`config.mk`:
```
export PLATFORM = sky130hd
export DESIGN_NAME = inst_envelope
export DESIGN_NICKNAME = d
export VERILOG_FILES = /design/src/rtl/inst_envelope.sv
export SDC_FILE = /design/constraint.sdc
export NUM_CORES = 1
export LEC_CHECK = 0
export ABC_AREA = 1
export BUFFER_PORTS_ARGS = -buffer_cell sky130_fd_sc_hd__buf_4
export CAP_MARGIN = 40
export CORE_MARGIN = 5
export CORE_UTILIZATION = 40
export DETAILED_ROUTE_END_ITERATION = 12
export PLACE_DENSITY = 0.64
export SLEW_MARGIN = 20
export SYNTH_ARGS = -nofsm -noshare
export SYNTH_HDL_FRONTEND = slang
export SYNTH_SLANG_ARGS = --single-unit
```
`constraint.sdc`:
```
create_clock -name clk -period 2.67 [get_ports clk]
set_clock_uncertainty 0.15 [all_clocks]
set_input_delay 0.534 -clock clk [delete_from_list [all_inputs] [get_ports clk]]
set_output_delay 0.534 -clock clk [all_outputs]
set_load 0.02 [all_outputs]
```
`src/rtl/inst_envelope.sv`:
```
// inst_envelope: per-instrument trigger-loaded intensity with hold and per-frame decay
module inst_envelope #(
  parameter int INSTRUMENT_COUNT = 3,
  parameter int DECAY_SHIFT = 3,
  parameter int HOLD_FRAMES = 2,
  localparam int IW = (INSTRUMENT_COUNT > 1) ? $clog2(INSTRUMENT_COUNT) : 1
) (
  input  logic          clk,
  input  logic          rst_n,
  input  logic          frame_tick,
  input  logic          trig_valid,
  input  logic [IW-1:0] trig_inst,
  input  logic [6:0]    trig_velocity,
  output logic [7:0]    inst_intensity [INSTRUMENT_COUNT-1:0],
  output logic          busy,
  output logic          overrun
);
  typedef enum logic {IDLE, SCAN} state_t;
  state_t state, state_n;
  logic [IW-1:0] idx, idx_n;
  logic [3:0] hold [INSTRUMENT_COUNT-1:0];
  logic last, load, overrun_n;
  logic [7:0] cur, decayed;
  logic [8:0] dec;
  assign last = idx == IW'(INSTRUMENT_COUNT - 1);
  assign load = trig_valid && trig_velocity != 7'd0 && int'(trig_inst) < INSTRUMENT_COUNT;
  // one shared decay datapath, fed by the instrument currently under scan
  always_comb begin
    state_n = state == IDLE ? (frame_tick ? SCAN : IDLE) : (last ? IDLE : SCAN);
    idx_n = (state == SCAN && !last) ? idx + 1'b1 : '0;
    overrun_n = overrun || (state == SCAN && frame_tick);
    cur = inst_intensity[idx];
    dec = 9'(cur >> DECAY_SHIFT) + 9'd1;
    decayed = {1'b0, cur} > dec ? cur - dec[7:0] : 8'd0;
  end
  always_ff @(posedge clk or negedge rst_n)
    if (!rst_n) begin
      state <= IDLE;
      idx <= '0;
      busy <= 1'b0;
      overrun <= 1'b0;
    end else begin
      state <= state_n;
      idx <= idx_n;
      busy <= state_n == SCAN;
      overrun <= overrun_n;
    end
  // a trigger to the instrument being scanned takes priority and skips its decay
  always_ff @(posedge clk or negedge rst_n)
    if (!rst_n) begin
      for (int i = 0; i < INSTRUMENT_COUNT; i++) begin
        inst_intensity[i] <= '0;
        hold[i] <= '0;
      end
    end else begin
      for (int i = 0; i < INSTRUMENT_COUNT; i++)
        if (load && trig_inst == IW'(i)) begin
          inst_intensity[i] <= {trig_velocity, trig_velocity[6]};
          hold[i] <= 4'(HOLD_FRAMES);
        end else if (state == SCAN && idx == IW'(i)) begin
          if (hold[i] != 4'd0) hold[i] <= hold[i] - 4'd1;
          else inst_intensity[i] <= decayed;
        end
    end
endmodule

```
==> impl_metrics.env <==
export IMPL_dp_final_hpwl_um=6120
export IMPL_cts_tree="done"
export IMPL_drt_first_pass_iters=5
export IMPL_numClockSinks=40
export IMPL_finalHoldViolCount=0
export IMPL_cp_arrival_ns=2.68
export IMPL_grt_use_met3_pct=3.49
export IMPL_core_sq_mm=0.00672
export IMPL_fin_cells=515
export IMPL_synth_nets=393
export IMPL_r2r_cells=17
export IMPL_worstSetupPathType="flip-flop to flip-flop"
export IMPL_period_share_pct=98.9
export IMPL_reg2reg_to="inst_intensity[8]"
export IMPL_hold_class="input pin to asynchronous set/reset pin"
export IMPL_syn_inst=365
export IMPL_synth_area_per_cell_sq_um=7.47
export IMPL_drc=0
export IMPL_reg2reg_slack_ns=0.03
export IMPL_post_route_min_period_ns=2.64
export IMPL_worst_pin_slew_ns=0.743
export IMPL_drt_initial_drc_count=190
export IMPL_synth_seq_cells=40
export IMPL_grt_overflow_total=0
export IMPL_clock_fmax_mhz=379
export IMPL_startpoint_type="flip-flop"
export IMPL_yosysTopAreaCellShare_pct=36.7
export IMPL_drive_gt1_share_pct=29.4
export IMPL_yosys_area_top_type="dfrtp_1"
export IMPL_fillers=645
export IMPL_r2r_start="idx[0]"
export IMPL_wl_per_cell_um=15.6
export IMPL_grt_pass1_wl_um=12500
export IMPL_setup_worst_path_end_class="flip-flop"
export IMPL_final_cell_mix="inv_1, buf_4, nand2_1"
export IMPL_htree_levels=2
export IMPL_dp_cells=498
export IMPL_clk_latency_ns=0.30
export IMPL_final_common_cell="inv_1"
export IMPL_grt_use_total_pct=18.7
export IMPL_vias=2678
export IMPL_slew_violations=0
export IMPL_required_ns=2.71
export IMPL_use_met2_pct=29.5
export IMPL_die_x_um=92.6
export IMPL_worstPathMaxFanout=8
export IMPL_start_util_pct=40.6
export IMPL_gp_congestion=0.913
export IMPL_synthTopCellsByArea="dfrtp_1, inv_1, nand2_1"
export IMPL_cts_buffers=5
export IMPL_pin_count=39
export IMPL_relSlewSlack_pct=50.1
export IMPL_setup_violations=0
export IMPL_yosysSeqAreaShare_pct=36.7
export IMPL_clock_root_buffer="clkbuf_8"
export IMPL_fin_ws_ns=0.0286
export IMPL_fin_tns_setup_ns=0
export IMPL_die_y_um=92.6
export IMPL_status="complete, no violations"
export IMPL_area_growth_syn_to_layout_pct=32.3
export IMPL_maxCapViolations=0
export IMPL_antenna_found_initial=0
export IMPL_dieArea_sq_mm=0.00857
export IMPL_met1_usage_pct=25.3
export IMPL_antennaDiodeCount=0
export IMPL_synthesis_area_sq_mm=0.00273
export IMPL_grt_setup_unrepaired="true"
export IMPL_first_global_vias=2573
export IMPL_finalNetCount=462
export IMPL_clkTransAtPathRegs_ns=0.08
export IMPL_vias_per_cell=5.20
export IMPL_yosysWarnings=0
export IMPL_clk_path_buf_depth=2
export IMPL_postRouteAntennaNets=0
export IMPL_dp_slack_ns=-0.171
export IMPL_synth_cell_types=34
export IMPL_routed_wl_um=8050
export IMPL_portBuffers=38
export IMPL_grt_max_degree=41
export IMPL_utilization_pct=53.7
export IMPL_fp_row_count=30
export IMPL_busiest_layer="met2"
-- worst max path at each step --
stage                     startpoint                 end  slack, ns  cells after the start
final                         idx[0]   inst_intensity[8]       0.03                     17
after global routing          idx[0]   inst_intensity[6]      -0.05                     17
after CTS                     idx[0]  inst_intensity[17]      -0.01                     16
after detailed placement      idx[0]  inst_intensity[20]      -0.17                     15
after global placement        idx[0]  inst_intensity[20]      -0.08                     15
after floorplan               idx[0]  inst_intensity[13]       0.05                     17
-- cells by family (layout without fill, tap and decap cells) --
logic type,Yosys count,count (layout),share of synthesized area (%)
simple gates,142,142,25.0
xor+xnor,7,7,2.25
compound gates,67,67,15.4
fa+ha+maj,15,15,7.16
buf+inv,94,164,13.5
flops,40,40,36.7
-- cells in the mapped netlist (all sizes together) --
cell type,instances
a21oi,11
a22oi,1
and2,1
buf,2
clkbuf,3
dfrtp,40
fa,1
ha,14
inv,89
nand2,77
nand3,12
nand3b,1
nand4,20
nor2,25
nor3,2
nor3b,1
nor4,2
o211ai,3
o21a,1
o21ai,22
o21bai,13
o22ai,16
or2,1
xnor2,2
xor2,5
-- layout make-up --
cell class,count,area (sq um),share of cell area (%)
Timing Repair Buffer,67,556,15.4
Multi-Input combinational cell,231,1520,42.1
Clock buffer,5,68.8,1.91
Clock inverter,3,18.8,0.520
Inverter,89,342,9.47
Sequential cell,40,1000,27.8
Tap cell,80,100,2.78
-- sequential cells by signal, indices dropped and copies added (netlist names) --
register	count
overrun	1
idx	2
inst_intensity	24
hold	12
state	1
-- stage by stage --
step | instance area, sq um | hold slack [ns]
3_3_place_gp | 3250 | 0.312
4_1_cts | 3390 | 0.0693
2_1_floorplan | 2750 | 0.0884
5_1_grt | 3610 | 0.101
6_report | 3610 | 0.0519
3_5_place_dp | 3250 | 0.316
-- per-layer routing --
metal	routed length (um)	vias to the layer above
met3	430	14
met1	3600	1266
met4	161	0
met2	3860	81
met5	0	-
li1	-	1317
-- critical path, cell delays in order (launching register included) --
cell	delay, ns
dfrtp_2	0.44
inv_4	0.11
nand2_4	0.06
inv_4	0.08
nand2_4	0.05
nand2_4	0.09
ha_4	0.16
nand3_2	0.08
xor2_1	0.16
ha_1	0.32
nand2_2	0.06
nor2_1	0.09
nand4_1	0.10
nor2_2	0.17
a21oi_4	0.07
buf_12	0.15
nand2_1	0.11
o21bai_1	0.08
-- timing repair --
item                                    in CTS  in global routing
gates cloned                                 0                  1
endpoints found under the setup margin      24                 24
pin swaps                                    2                 34
gates resized for setup                      6                 45
buffers inserted                             2                  7
hold buffers                                 0                  0
Power is not shown: default switching activity piles up to over one toggle a cycle in this logic, so the estimate is an artifact.
